[src/rtl/sync_fifo_prog.sv]
// sync_fifo_prog: single-clock FIFO with programmable almost flags, sticky errors, flush and optional FWFT read
module sync_fifo_prog #(
  parameter int WIDTH = 32,
  parameter int DEPTH = 16,
  parameter bit FWFT = 1'b0,
  localparam int AW = $clog2(DEPTH)
) (
  input  logic             clk,
  input  logic             rstn,
  input  logic             i_flush,
  input  logic             i_wren,
  input  logic [WIDTH-1:0] i_wrdata,
  input  logic             i_rden,
  input  logic [AW:0]      i_afull_thr,
  input  logic [AW:0]      i_aempty_thr,
  input  logic             i_clr_err,
  output logic [WIDTH-1:0] o_rddata,
  output logic             o_rdvalid,
  output logic             o_full,
  output logic             o_empty,
  output logic             o_alm_full,
  output logic             o_alm_empty,
  output logic [AW:0]      o_count,
  output logic             o_ovf,
  output logic             o_udf
);
  logic [WIDTH-1:0] mem [DEPTH];
  logic [AW-1:0] wr_ptr, rd_ptr;
  logic [AW:0] count;
  logic [WIDTH-1:0] rd_q;
  logic rv_q;
  logic wr_acc, rd_acc;
  always_comb begin
    o_full = count == (AW+1)'(DEPTH);
    o_empty = count == '0;
    o_alm_full = count >= i_afull_thr;
    o_alm_empty = count <= i_aempty_thr;
    o_count = count;
    wr_acc = i_wren & ~o_full;
    rd_acc = i_rden & ~o_empty;
    o_rddata = FWFT ? mem[rd_ptr] : rd_q;
    o_rdvalid = FWFT ? ~o_empty : rv_q;
  end
  always_ff @(posedge clk)
    if (rstn && !i_flush && wr_acc) mem[wr_ptr] <= i_wrdata;
  always_ff @(posedge clk) begin
    if (!rstn) begin
      wr_ptr <= '0;
      rd_ptr <= '0;
      count <= '0;
      rd_q <= '0;
      rv_q <= 1'b0;
      o_ovf <= 1'b0;
      o_udf <= 1'b0;
    end else if (i_flush) begin
      wr_ptr <= '0;
      rd_ptr <= '0;
      count <= '0;
      rv_q <= 1'b0;
    end else begin
      wr_ptr <= wr_ptr + AW'(wr_acc);
      rd_ptr <= rd_ptr + AW'(rd_acc);
      count <= count + (AW+1)'(wr_acc) - (AW+1)'(rd_acc);
      rv_q <= rd_acc;
      if (rd_acc) rd_q <= mem[rd_ptr];
      o_ovf <= (i_wren & o_full) | (o_ovf & ~i_clr_err);
      o_udf <= (i_rden & o_empty) | (o_udf & ~i_clr_err);
    end
  end
endmodule

[config.mk]
export PLATFORM = sky130hd
export DESIGN_NAME = sync_fifo_prog
export DESIGN_NICKNAME = d
export VERILOG_FILES = /design/src/rtl/sync_fifo_prog.sv
export SDC_FILE = /design/constraint.sdc
export NUM_CORES = 1
export LEC_CHECK = 0
export BUFFER_PORTS_ARGS = -buffer_cell sky130_fd_sc_hd__clkbuf_2
export CORE_AREA = 4 4 180 356
export CTS_BUF_LIST = sky130_fd_sc_hd__clkbuf_2
export DETAILED_ROUTE_END_ITERATION = 6
export DIE_AREA = 0 0 184 360
export PLACE_DENSITY = 0.58
export SYNTH_ARGS = -nofsm -noshare
export SYNTH_HDL_FRONTEND = slang
export SYNTH_SLANG_ARGS = --single-unit
export TNS_END_PERCENT = 1
[constraint.sdc]
create_clock -name clk -period 8.65 [get_ports clk]
set_clock_uncertainty 0.05 [all_clocks]
set_input_delay 2.595 -clock clk [delete_from_list [all_inputs] [get_ports clk]]
set_output_delay 2.595 -clock clk [all_outputs]
set_load 0.05 [all_outputs]
---- Word-level counts from Yosys, hierarchy flattened ----
Memory sizes are Yosys's and may differ from the RTL's. A register that Yosys moved wholly into a read port is not among the register bits.
Cells that the tools add are included.
storage, ports and cells
  output and inout bits ................... 44
  logic and storage cells ................. 36
  memories kept ........................... 1
  register bits after elaboration ......... 16
  memory bits (writable) .................. 512
memory list
  memory  words  width  read ports  clocked after Yosys merged registers in  wr ports  line  source
  mem     16     32     1           1                                        1         27    logic [WIDTH-1:0] mem [DEPTH];
operators by class
  bitwise gates (word level) .............. 13
  magnitude comparators ................... 2
  multiplexer cells ....................... 2
  reductions and logical operators ........ 7
  add/subtract/negate cells ............... 4
  equality and inequality tests ........... 1
operators by type and width
  kind                                         number
  4-bit by 1-bit adder with 4-bit output       2
  1-bit bitwise AND                            6
  5-bit by 1-bit adder with 5-bit output       1
  5-bit equality test, second input constant   1
  5-bit >= comparator                          1
  5-bit <= comparator                          1
  5-bit zero test                              1
  1-bit inverter                               5
  5-bit by 1-bit subtractor with 5-bit output  1
  1-bit logical AND                            2
  1-bit zero test                              2
  1-bit two-way mux                            2
  1-bit OR                                     2
  2-bit AND reduction                          1
  2-bit OR reduction                           1

---- Longest topological paths before layout ----
  depth after elaboration ................. 6
  depth in mapped cells ................... 14
  depth with buffers taken out ............ 14

---- Worst setup path before layout ----
OpenSTA, ideal clock, no wires.
  path kind ............................... input to output
  from .................................... input port i_aempty_thr[1]
  to ...................................... output port o_alm_empty
  slack ................................... 1733 ps
  cell stages on the path ................. 7
  data arrival time ....................... 4272 ps
  required time ........................... 6005 ps
  path through ............................ inv_1 -> ha_1 -> nor2b_1 -> o21a_1 -> o21a_1 -> o21a_1 -> o22ai_1
between the ends
  word-level cells in the longest chain between the ends .. 1
ends and longest elaborated chain
  item                 line  source
  from (decl)          15    input logic [AW:0] i_aempty_thr,
  5-bit <= comparator  37    o_alm_empty = count <= i_aempty_thr;
  to (decl)            22    output logic o_alm_empty,
Every way passes these cells.

---- Worst setup path in the final report ----
Ends and elaborated chain as after synthesis.

==> impl_results.md <==
- Status: completed
- Seq/Total Area, Yosys: 76.9%
- Synth Warn #: 0
- Period minus WS final: 6690 ps
- Max_cap viols: 0
- Min-delay worst type: reg -> reg
- Die area: 0.0662 mm²
- Seq cells post-synth: 560
- Post-CTS sizing: 0
- Number of setup violations in the final report: 0
- DR vias/cell: 5.07
- Fraction of registers with async set/reset: 0%
- Reg clk slew, reported paths: 120 ps
- Gr usage total: 14.6%
- Static leakage: 0.00786 µW
- Final instance area: 0.0238 mm²
- Cell area power density: 224 mW/mm²
- RSZ-0062 raised after global routing: no
- Gr ovfl total: 0
- Largest net degree at the start of global routing: 69
- Synth cell types: 42
- Commonest cells after routing, fill and taps aside: 512 x edfxtp_1, 269 x clkbuf_2, 128 x mux4_2
- Slew at the pin with the worst max-slew slack: 1080 ps
- Post-route setup TNS: 0 ps
- Total core area: 0.0612 mm²
- Most common cell after layout, fill and taps aside: edfxtp_1
- P&R area growth vs syn: 12.1%
- Critical path peak fanout: 2
- Hold Crit Start: o_rddata[0]
- Critical Path RT: 6010 ps
- Cell mode on critical path: o21a_1
- IO Count: 92
- Crit. End Element: output pin
- CTS H-tree lvls: 3
- Die Wd: 184 µm
- CP arrival: 4050 ps
- # clock sinks: 560
- Critical path buffers and inverters: 3
- Top Layer Used: met5
- Number of synthesized flops with an enable pin: 512
- Clock latency on the worst-skew pair: 1130 ps
- Post-Syn Area: 0.0212 mm²
- Reg2reg start: rd_ptr[0]
- Crit share post-route: 77.4%
- TritonCTS clock tree: yes
- Critical Path Source: i_aempty_thr[1]
- CTS max path bufs: 3
- Via Count: 10400
- Clock buffer count from CTS: 109
- Post-Syn Instances: 990
- Share of layout cells above drive strength 1: 36.1%
- Slowest CP cell: ha_1
- Initial core utilization: 34.7%
- M1 wire length: 18200 µm
- CP max stage delay: 300 ps
- Port buffer count: 91
- Cts hold-fix bufs: 0
- Nets: 1243
- CTS Root Cell: clkbuf_2
- Residual DRC count: 0
- CP cell instances: clkbuf_2, inv_1, ha_1, nor2b_1, o21a_1, o21a_1, o21a_1, o22ai_1, clkbuf_2
- Global-route wire length before repair: 72000 µm
- Avg WL per Cell: 23.5 µm
- Met3 WL: 2560 µm
- Post-Route WL: 48200 µm
- Avg Cell Area, Syn: 21.5 µm²
- Top FF cell, synth: edfxtp_1
- DR iter-0 viols: 643
- Vias in the first global route: 11500
- Max_slew headroom: 28.3%
- Number of post-CTS setup repair buffers: 0
- Syn_nets: 1059
- DIE HEIGHT: 360 µm
- CP startpoint kind: input pin
- GPL Wtd Cong: 0.692
- Max Transition Viols Final: 0
- Fillcell total: 5582
- Met2 Wirelength: 26000 µm
- Rows: 128
- Routed Antenna Nets: 0
- Initial antenna violation count: 3
- Detailed Routing Iterations Pass 1: 4
- Worst setup path class: in -> out
- Peak VDD IR: 0.0000967 V
- Hold Vio Cnt, Final: 0
- Cell family with most CP delay: compound AO/OA/AOI/OAI gates
- Dpl cell area: 0.0228 mm²
- Fmax: 149 MHz
- DP HPWL: 25700 µm
-- per-stage QoR --
stage / total power [µW] / hold slack [ps] / std cells / worst slack (ps) / util [%]
floorplan: 3660 / 470 / 990 / 1730 / -
global placement: 3850 / 407 / 1843 / 2000 / 37.2
detailed placement: 3860 / 415 / 1843 / 1960 / 37.2
CTS: 5430 / 446 / 2046 / 1960 / 38.9
global route: 5610 / 466 / 2047 / 1890 / 38.9
finish: 5340 / 441 / 2049 / 1960 / 38.9
-- area by class of cell --
class / count / area [µm²] / share of cell area (%)
flip-flops and latches: 560 / 16300 / 68.6
multi-input cells: 367 / 4730 / 19.9
inverters: 19 / 71.3 / 0.299
clock buffers: 178 / 891 / 3.74
well taps: 780 / 976 / 4.10
clock inverters: 25 / 150 / 0.630
repair buffers: 117 / 651 / 2.73
diodes: 3 / 7.51 / 0.0315
-- kinds of logic (layout without fill, tap and decap cells) --
group	Yosys count	after routing	share of synthesized area, %
DFF	560	560	76.9
muxes	159	159	15.0
and+or+nand+nor	101	101	2.41
AOI/OAI and AO/OA	79	79	2.73
buffers and inverters	63	339	1.40
adders and majority gates	21	21	1.27
xor gates and xnor gates	7	7	0.289
other	0	3	0
-- path summary, 6_finish.rpt --
| path | cells past startpoint | slack, ps | end |
|---|---|---|---|
| hold / removal | 2 | 440 | o_rddata[0] |
| setup reg to reg | 5 | 5230 | o_rddata[15] |
| hold reg to reg | 2 | 440 | o_rddata[0] |
| setup / recovery | 9 | 1960 | o_alm_empty |
-- worst min-delay path, cell delays in order, from the launching register on --
cell and delay [ps]:
dfxtp_1 330, nand2_1 50, o211ai_1 70
-- Yosys cell counts (2+ instances only) --
cell type / n / area [µm²]
a21oi_1: 6 / 30.0
a22oi_1: 31 / 233
and2_1: 6 / 37.5
buf_1: 10 / 37.5
buf_2: 18 / 90.1
buf_4: 2 / 15.0
buf_6: 4 / 45.0
clkbuf_1: 10 / 37.5
dfxtp_1: 48 / 961
edfxtp_1: 512 / 15400
ha_1: 20 / 250
inv_1: 18 / 67.6
mux2i_1: 31 / 310
mux4_2: 128 / 2880
nand2_1: 39 / 146
nand2b_1: 4 / 25.0
nand3_1: 3 / 15.0
nor2_1: 25 / 93.8
nor2_4: 3 / 33.8
nor2b_1: 8 / 50.1
nor3_1: 4 / 20.0
o211ai_1: 31 / 233
o21a_1: 3 / 22.5
o21ai_0: 2 / 10.0
or3_1: 2 / 12.5
xnor2_1: 3 / 26.3
xor2_1: 4 / 35.0
-- where the power goes --
part           total, µW  internal [µW]  switching [µW]
clock               1560            597             961
sequential          3050           3000            57.3
combinational        728            280             448
total               5340           3870            1470
-- routing by layer --
| layer | global-route usage (%) | vias up |
|---|---|---|
| met3 | 3.18 | 86 |
| met1 | 16.8 | 5473 |
| li1 | - | 4535 |
| met2 | 26.4 | 292 |
| met5 | 0 | - |
| met4 | 5.78 | 2 |
-- state kept, by name (all words and copies together), names as in the netlist --
register	cells
mem	512
o_rddata	32
o_count	5
rd_ptr	4
wr_ptr	4
o_ovf	1
o_rdvalid	1
o_udf	1
Power figures use the tool's default switching activity.
